File: src/rtl/sync_fifo_ctrl_if.sv
// Handshake and status bundle between a FIFO user (master) and the
// sync_fifo_ctrl pointer/flag controller (slave).
interface sync_fifo_ctrl_if #(
    parameter int ADDRSIZE = 4
);
    logic                winc;
    logic                rinc;
    logic                clr_err;
    logic [ADDRSIZE-1:0] waddr;
    logic [ADDRSIZE-1:0] raddr;
    logic                wclken;
    logic                wfull;
    logic                rempty;
    logic                walmost_full;
    logic                ralmost_empty;
    logic [ADDRSIZE:0]   count;
    logic                overflow;
    logic                underflow;

    modport master (
        output winc, rinc, clr_err,
        input  waddr, raddr, wclken, wfull, rempty,
        input  walmost_full, ralmost_empty, count, overflow, underflow
    );

    modport slave (
        input  winc, rinc, clr_err,
        output waddr, raddr, wclken, wfull, rempty,
        output walmost_full, ralmost_empty, count, overflow, underflow
    );
endinterface

File: src/rtl/sync_fifo_ctrl.sv
// Single-clock FIFO controller for the fifomem array: owns the binary
// read/write pointers, occupancy count and the full/empty/error flags.
module sync_fifo_ctrl #(
    parameter int ADDRSIZE      = 4,
    parameter int AFULL_THRESH  = 12,
    parameter int AEMPTY_THRESH = 2
) (
    input  logic             clk,
    input  logic             rst,
    sync_fifo_ctrl_if.slave  bus
);
    localparam int W = ADDRSIZE + 1;
    localparam logic [ADDRSIZE:0] AFULL_LVL  = W'(AFULL_THRESH);
    localparam logic [ADDRSIZE:0] AEMPTY_LVL = W'(AEMPTY_THRESH);

    logic [ADDRSIZE:0] wptr;
    logic [ADDRSIZE:0] rptr;
    logic [ADDRSIZE:0] cnt;
    logic              full;
    logic              empty;
    logic              push_ok;
    logic              pop_ok;

    // Flags come only from registered state, so winc/rinc never reach them
    always_comb begin
        empty   = (wptr == rptr);
        full    = (wptr[ADDRSIZE] != rptr[ADDRSIZE]) &&
                  (wptr[ADDRSIZE-1:0] == rptr[ADDRSIZE-1:0]);
        push_ok = bus.winc & ~full;
        pop_ok  = bus.rinc & ~empty;
    end

    assign bus.waddr         = wptr[ADDRSIZE-1:0];
    assign bus.raddr         = rptr[ADDRSIZE-1:0];
    // Gate with rst so the array can never be written while reset is held
    assign bus.wclken        = push_ok & ~rst;
    assign bus.wfull         = full;
    assign bus.rempty        = empty;
    assign bus.walmost_full  = (cnt >= AFULL_LVL);
    assign bus.ralmost_empty = (cnt <= AEMPTY_LVL);
    assign bus.count         = cnt;

    always_ff @(posedge clk or posedge rst) begin
        if (rst) begin
            wptr <= '0;
            rptr <= '0;
            cnt  <= '0;
        end else begin
            if (push_ok)
                wptr <= wptr + W'(1);
            if (pop_ok)
                rptr <= rptr + W'(1);
            case ({push_ok, pop_ok})
                2'b10:   cnt <= cnt + W'(1);
                2'b01:   cnt <= cnt - W'(1);
                default: cnt <= cnt;
            endcase
        end
    end

    // Sticky error flags; a fresh error outranks clr_err in the same cycle
    always_ff @(posedge clk or posedge rst) begin
        if (rst) begin
            bus.overflow  <= 1'b0;
            bus.underflow <= 1'b0;
        end else begin
            if (bus.winc && full)
                bus.overflow <= 1'b1;
            else if (bus.clr_err)
                bus.overflow <= 1'b0;

            if (bus.rinc && empty)
                bus.underflow <= 1'b1;
            else if (bus.clr_err)
                bus.underflow <= 1'b0;
        end
    end
endmodule

File: src/flat_wrapper.sv
// flat-port wrapper written by rule: the top's interface ports become plain ports
module sync_fifo_ctrl_flat 
#(
    parameter int ADDRSIZE      = 4,
    parameter int AFULL_THRESH  = 12,
    parameter int AEMPTY_THRESH = 2
)
  (clk, rst, bus_winc, bus_rinc, bus_clr_err, bus_waddr, bus_raddr, bus_wclken, bus_wfull, bus_rempty, bus_walmost_full, bus_ralmost_empty, bus_count, bus_overflow, bus_underflow);
  sync_fifo_ctrl_if #(.ADDRSIZE(ADDRSIZE)) bus_i ();
  input  logic clk;
  input  logic rst;
  input wire logic [$bits(bus_i.winc)-1:0] bus_winc;
  input wire logic [$bits(bus_i.rinc)-1:0] bus_rinc;
  input wire logic [$bits(bus_i.clr_err)-1:0] bus_clr_err;
  output wire logic [$bits(bus_i.waddr)-1:0] bus_waddr;
  output wire logic [$bits(bus_i.raddr)-1:0] bus_raddr;
  output wire logic [$bits(bus_i.wclken)-1:0] bus_wclken;
  output wire logic [$bits(bus_i.wfull)-1:0] bus_wfull;
  output wire logic [$bits(bus_i.rempty)-1:0] bus_rempty;
  output wire logic [$bits(bus_i.walmost_full)-1:0] bus_walmost_full;
  output wire logic [$bits(bus_i.ralmost_empty)-1:0] bus_ralmost_empty;
  output wire logic [$bits(bus_i.count)-1:0] bus_count;
  output wire logic [$bits(bus_i.overflow)-1:0] bus_overflow;
  output wire logic [$bits(bus_i.underflow)-1:0] bus_underflow;
  assign bus_i.winc = bus_winc;
  assign bus_i.rinc = bus_rinc;
  assign bus_i.clr_err = bus_clr_err;
  assign bus_waddr = bus_i.waddr;
  assign bus_raddr = bus_i.raddr;
  assign bus_wclken = bus_i.wclken;
  assign bus_wfull = bus_i.wfull;
  assign bus_rempty = bus_i.rempty;
  assign bus_walmost_full = bus_i.walmost_full;
  assign bus_ralmost_empty = bus_i.ralmost_empty;
  assign bus_count = bus_i.count;
  assign bus_overflow = bus_i.overflow;
  assign bus_underflow = bus_i.underflow;
  sync_fifo_ctrl #(.ADDRSIZE(ADDRSIZE), .AFULL_THRESH(AFULL_THRESH), .AEMPTY_THRESH(AEMPTY_THRESH)) u_core (.clk(clk), .rst(rst), .bus(bus_i));
endmodule
File: config.mk
export PLATFORM = sky130hd
export DESIGN_NAME = sync_fifo_ctrl_flat
export DESIGN_NICKNAME = d
export VERILOG_FILES = /design/src/rtl/sync_fifo_ctrl_if.sv /design/src/rtl/sync_fifo_ctrl.sv /design/src/flat_wrapper.sv
export SDC_FILE = /design/constraint.sdc
export NUM_CORES = 1
export LEC_CHECK = 0
export CORE_AREA = 2 2 54 46
export CTS_CLUSTER_DIAMETER = 50
export DETAILED_ROUTE_END_ITERATION = 7
export DIE_AREA = 0 0 56 48
export PLACE_DENSITY = 0.8
export REMOVE_ABC_BUFFERS = 1
export SYNTH_ARGS = -nofsm -noshare
export SYNTH_HDL_FRONTEND = slang
export SYNTH_SLANG_ARGS = --single-unit
File: constraint.sdc
create_clock -name clk -period 3.7 [get_ports clk]
set_input_delay 0.74 -clock clk [delete_from_list [all_inputs] [get_ports clk]]
set_output_delay 0.74 -clock clk [all_outputs]
set_load 0.1 [all_outputs]
==> summary.md, run 1 <==
| Metric | Value |
|---|---|
| Crit path time final | `3000 ps` |
| Fill cell total of the finished layout | `182` |
| Final cell count without fillers | `146` |
| Critical path class | `reg -> reg` |
| Post-detailed-route count of antenna-violating nets | `0` |
| Worst slew margin relative to its limit | `34.5%` |
| Total number of vias | `772` |
| Final HPWL from detailed placement | `1570 µm` |
| Cells after DPL | `142` |
| Final design utilization | `61.1%` |
| WP data arrival | `3160 ps` |
| Number of setup violations in the final report | `0` |
| Number of nets at the end of the flow | `134` |
| Area of the die | `0.00269 mm²` |
| Origin of the worst setup path | `u_core.rptr[0]` |
| Clock root buffer master | `clkbuf_4` |
| Worst hold path class | `reg -> reg` |
| Number of core rows | `15` |
| Async set-reset flop share out of synthesis | `100%` |
| Setup crit end kind | `flop` |
| Hold buffer count at CTS | `0` |
| Post-cts sizing count | `0` |
| # DRC | `0` |
| Reg clk slew, reported paths | `100 ps` |
| Wire length of the first global-routing pass | `3230 µm` |
| Largest fanout on the critical path | `8` |
| Mean cell area of the mapped netlist | `10.4 µm²` |
| Leftover overflow at the end of global routing | `0` |
| Number of clock buffers inserted by TritonCTS | `3` |
| Met3 track demand over resource in global routing | `6.49%` |
| Critical-path top delay cell | `dfrtp_1` |
| Cell chain of the critical path | `xnor2_1 -> nand4_1 -> o21ai_1 -> inv_1 -> ha_1 -> ha_1 -> nor2b_1 -> o21a_1 -> o311ai_0 -> o311ai_0` |
| Number of antenna violations at the first check in global routing | `0` |
| Initial standard-cell utilization of the core | `50.5%` |
| Predominant post-synthesis flop cell | `dfrtp_1` |
| Drt first pass iters | `4` |
| DIE HEIGHT | `48 µm` |
| Number of global-route vias before repair | `705` |
| Total detailed-routing wirelength | `2040 µm` |
| Largest stage delay on the critical path | `470 ps` |
| Unique masters post-synth | `31` |
| Crit start category | `flop` |
| Global placer's final weighted congestion | `0.805` |
| Clock latency on the worst-skew pair | `300 ps` |
| Level count of the clock H-tree | `1` |
| GRT met2 Usage | `26.6%` |
| Post-Synthesis Cells | `102` |
| Highest-utilization routing layer at the global route stage | `met2` |
| Diode count | `0` |
| Fmax | `0.333 GHz` |
| Total of warnings raised by yosys | `0` |
| Unrepaired setup endpoints after global routing | `false` |
| Mapped Area | `0.00106 mm²` |
| Clock skew after layout | `7.00 ps` |
| I/O pin count | `25` |
| Layout overhead on the synthesized area | `20.8%` |
| Proportion of layout cells with a drive suffix above 1 | `10.7%` |
| Grt met1 use | `20.5%` |
| Floorplan core area | `0.00210 mm²` |
| Number of enable flip-flop cells after synthesis | `0` |
| Min Hold Slack | `523 ps` |
| DR WL/cell | `13.9 µm` |
| Hold wc startpoint | `u_core.bus.underflow` |
| Total count of hold-check failures in the final report | `0` |
| Status | `complete, no violations` |
| Seq cells post-synth | `17` |
| Number of I/O port buffers | `24` |
| Least-Margin Pin Slew | `979 ps` |
| Overall routing resource usage | `16.6%` |
| Initial drt markers | `9` |
| Post-route clock period utilization | `81.2%` |
| # Post-CTS Setup Buffers | `0` |
| Via count normalized by instance count | `5.29` |
| Clk sinks | `17` |
| Reg2reg start | `u_core.rptr[0]` |
| Sequential-to-total area share from yosys stat | `40.0%` |
| Maximum number of pins on one net before global-route repair | `18` |
| Count of maximum capacitance violations | `0` |
| Overall die width | `56 µm` |
| Required @ worst endpoint | `3850 ps` |
| Slew Limit Fails | `0` |
| Buffers and inverters on the worst path | `1` |
| Top Family by Delay on Critical Path | `compound AO/OA/AOI/OAI gates` |
| Clock tree from TritonCTS | `done` |
| Maximum clock insertion buffer count | `2` |
final timing paths:
kind,to,slack [ps],depth (start not counted)
min in group asynchronous,u_core.rptr[3],840,2
worst min-delay path,u_core.bus.underflow,520,1
worst max-delay path,u_core.bus.count[4],700,10
worst min register to register,u_core.bus.underflow,520,1
worst max register to register,u_core.bus.count[4],700,10
max in group asynchronous,u_core.rptr[2],2450,2
synth_stat cells (2+ instances only):
| cell type | number | share of area [%] |
|---|---|---|
| xor2_1 | 3 | 2.5 |
| and3_1 | 2 | 1.2 |
| o21ai_1 | 2 | 0.94 |
| dfrtp_1 | 17 | 40 |
| nor2_1 | 5 | 1.8 |
| o211ai_1 | 5 | 3.5 |
| buf_4 | 8 | 5.7 |
| o311ai_0 | 2 | 1.6 |
| inv_1 | 7 | 2.5 |
| mux2_4 | 2 | 2.8 |
| xnor2_1 | 12 | 9.9 |
| o21ai_0 | 4 | 1.9 |
| a21o_1 | 2 | 1.4 |
| a22o_1 | 2 | 1.6 |
| nand2_1 | 6 | 2.1 |
| ha_1 | 6 | 7.1 |
| nand4_1 | 3 | 1.8 |
metrics by stage:
stage,TNS [ps],setup slack [ps],cell area (µm²)
6_report,0,697,1280
5_1_grt,0,500,1280
4_1_cts,0,737,1280
3_5_place_dp,0,510,1260
3_3_place_gp,0,654,1260
2_1_floorplan,-2660,-2660,987
flip-flops by register name, summed over array words and instances (netlist names):
name and count:
u_core.wptr 5, u_core.rptr 5, u_core.bus.underflow 1, u_core.bus.overflow 1
u_core.bus.count 5
logic make-up after synthesis:
group	synth area share, %
AND/OR/NAND/NOR	9.07
multiplexers	3.89
flip-flops	40.0
adder cells (fa/ha/maj)	8.95
AO/OA/AOI/OAI	16.1
XOR/XNOR	12.4
buffers and inverters	9.54
placed cells by master, fill, tap and decap left out, types with 2 or more instances in the layout:
master,synthesis,layout
clkdlybuf4s50_1,0,20
dfrtp_1,17,17
xnor2_1,12,12
inv_1,7,7
nand2_1,6,6
ha_1,6,6
nor2_1,5,5
o211ai_1,5,5
buf_4,8,5
o21ai_0,4,4
xor2_1,3,3
nand4_1,3,3
clkbuf_4,0,3
a22o_1,2,2
mux2_4,2,2
and3_1,2,2
o21ai_1,2,2
a21o_1,2,2
o311ai_0,2,2
routing by layer:
layer / share of wire (%) / wire length [µm]
met2: 44 / 893
met5: 0 / 0
met4: 1.3 / 27
met1: 50 / 1010
met3: 5.2 / 105
layout make-up:
cell class / instances / area, µm² / area share (%)
Clock inverter: 1 / 5.00 / 0.390
Multi-Input combinational cell: 68 / 536 / 41.7
Clock buffer: 3 / 22.5 / 1.75
Inverter: 7 / 26.3 / 2.05
Tap cell: 25 / 31.3 / 2.44
Timing Repair Buffer: 25 / 238 / 18.5
Sequential cell: 17 / 425 / 33.1
Power of run 1 is not shown: default switching activity piles up to over one toggle a cycle in this logic, so the estimate is an artifact.
==> run 2: changes to the inputs <==
Settings changed: CORE_AREA 2 2 54 46 to 2 2 56 47, DIE_AREA 0 0 56 48 to 0 0 58 49, PLACE_DENSITY 0.8 to 0.76.
Clock period 3.7 ns to 3 ns, I/O delays scaled along.
==> run 2 against run 1 <==
  * Design area increased by 1.1%
  * Sequential cell count stayed put
  * Maximum frequency increased by 11%
  * Worst hold slack worse by 12 ps
  * Global-route usage down 0.58 points
  * Via count increased by 4.0%
  * Clock-buffer cell count rose by 1
  * Critical path type unchanged
==> summary.md, run 2 (synthesis gave the netlist of run 1 again) <==
| Metric | Value |
|---|---|
| DIE HEIGHT | `49 µm` |
| Worst hold path class | `reg -> reg` |
| Reg clk slew, reported paths | `100 ps` |
| Required @ worst endpoint | `3160 ps` |
| Clock root buffer master | `clkbuf_4` |
| Via count normalized by instance count | `5.35` |
| # Post-CTS Setup Buffers | `0` |
| Number of global-route vias before repair | `772` |
| Clk sinks | `17` |
| Unrepaired setup endpoints after global routing | `false` |
| Maximum number of pins on one net before global-route repair | `18` |
| Slew Limit Fails | `0` |
| I/O pin count | `25` |
| Clock skew after layout | `2.47 ps` |
| WP data arrival | `2850 ps` |
| Crit start category | `flop` |
| Level count of the clock H-tree | `1` |
| Diode count | `0` |
| Total number of vias | `803` |
| Leading cell types in the layout, fill and taps excluded | `buf_4, dfrtp_1, xnor2_1, inv_1` |
| Proportion of layout cells with a drive suffix above 1 | `24.4%` |
| Initial drt markers | `14` |
| Pre-CTS WS | `139 ps` |
| Total count of hold-check failures in the final report | `0` |
| Min Hold Slack | `511 ps` |
| Post-route clock period utilization | `89.8%` |
| Cell chain of the critical path | `xnor2_1 -> nand4_1 -> o21ai_1 -> inv_1 -> ha_1 -> ha_1 -> nor2b_1 -> o21a_1 -> o311ai_0 -> o311ai_0` |
| Hold buffer count at CTS | `0` |
| Clock latency on the worst-skew pair | `300 ps` |
| Fmax | `0.371 GHz` |
| Overall die width | `58 µm` |
| Largest stage delay on the critical path | `450 ps` |
| Worst slew margin relative to its limit | `54.9%` |
| # DRC | `0` |
| Drt first pass iters | `4` |
| Final HPWL from detailed placement | `1560 µm` |
| Total detailed-routing wirelength | `2040 µm` |
| Critical-path top delay cell | `dfrtp_1` |
| Layout overhead on the synthesized area | `22.1%` |
| Global placer's final weighted congestion | `0.881` |
| Worst Slack Setup Final | `305 ps` |
| Wire length of the first global-routing pass | `3390 µm` |
| Number of I/O port buffers | `24` |
| Post-detailed-route count of antenna-violating nets | `0` |
| Maximum clock insertion buffer count | `2` |
| Largest fanout on the critical path | `5` |
| Number of setup violations in the final report | `0` |
| Floorplan core area | `0.00232 mm²` |
| Crit path time final | `2690 ps` |
| Initial standard-cell utilization of the core | `45.7%` |
| Post-cts sizing count | `0` |
| Count of maximum capacitance violations | `0` |
| Number of clock buffers inserted by TritonCTS | `3` |
| Overall routing resource usage | `16.0%` |
| Leftover overflow at the end of global routing | `0` |
| Area of the die | `0.00284 mm²` |
| Critical path class | `reg -> reg` |
| Least-Margin Pin Slew | `676 ps` |
| Clock tree from TritonCTS | `done` |
| Leading cell type in the layout, fill and taps excluded | `buf_4` |
| Number of antenna violations at the first check in global routing | `0` |
| DR WL/cell | `13.6 µm` |
| Setup crit end kind | `flop` |
| Number of nets at the end of the flow | `136` |
| Status | `complete, no violations` |
| Number of core rows | `16` |
-- run 2: cell types whose count changed in the layout (fill, tap and decap cells not counted), sizes merged --
cell	before	now
clkdlybuf4s50	20	4
clkbuf	3	4
buf	5	23
clkinv	1	0
-- run 2: final timing paths --
kind	cells past startpoint	slack (ps)	start	endpoint
worst max register to register	10	310	u_core.wptr[2]	u_core.bus.count[4]
worst max-delay path	10	310	u_core.wptr[2]	u_core.bus.count[4]
worst min-delay path	1	510	u_core.bus.underflow	u_core.bus.underflow
min in group asynchronous	2	720	rst	u_core.bus.count[3]
max in group asynchronous	2	1850	rst	u_core.bus.underflow
worst min register to register	1	510	u_core.bus.underflow	u_core.bus.underflow
-- run 2: critical path: cells and delay by family (launching register included) --
family                   cells  cell delay [ps]
flip-flops                   1              450
AO/OA/AOI/OAI                4              990
XOR/XNOR                     1              180
adder cells (fa/ha/maj)      2              570
AND/OR/NAND/NOR              2              290
buffers and inverters        1               90
-- run 2: area by class of cell --
| type | count | area [µm²] |
|---|---|---|
| Sequential cell | 17 | 425 |
| Tap cell | 27 | 33.8 |
| Timing Repair Buffer | 27 | 250 |
| Clock buffer | 4 | 26.3 |
| Inverter | 7 | 26.3 |
| Fill cell | 188 | 1020 |
| Multi-Input combinational cell | 68 | 536 |
-- run 2: layer usage --
layer / up-vias / routed length (µm) / GRT usage, %
met2: 30 / 934 / 24.6
met3: 6 / 183 / 7.16
met5: - / 0 / 0
met4: 0 / 27 / 5.43
li1: 390 / - / -
met1: 377 / 892 / 19.8
-- run 2: per-stage QoR --
stage | cells | cell area [µm²] | utilization, % | setup TNS (ps)
2_1_floorplan | 92 | 987 | - | -5980
3_3_place_gp | 146 | 1270 | 54.7 | 0
3_5_place_dp | 146 | 1270 | 54.7 | 0
4_1_cts | 150 | 1300 | 55.9 | 0
5_1_grt | 150 | 1300 | 55.9 | 0
6_report | 150 | 1300 | 55.9 | 0
Power of run 2 is left out for the same reason.
==> run 3: changes to the inputs <==
Settings changed: CTS_CLUSTER_SIZE from default to 10, SLEW_MARGIN from default to 10.
==> results of run 3 <==
The final DEF is identical to that of run 2; final timing and power are the same.
Power of run 3 is left out for the same reason.
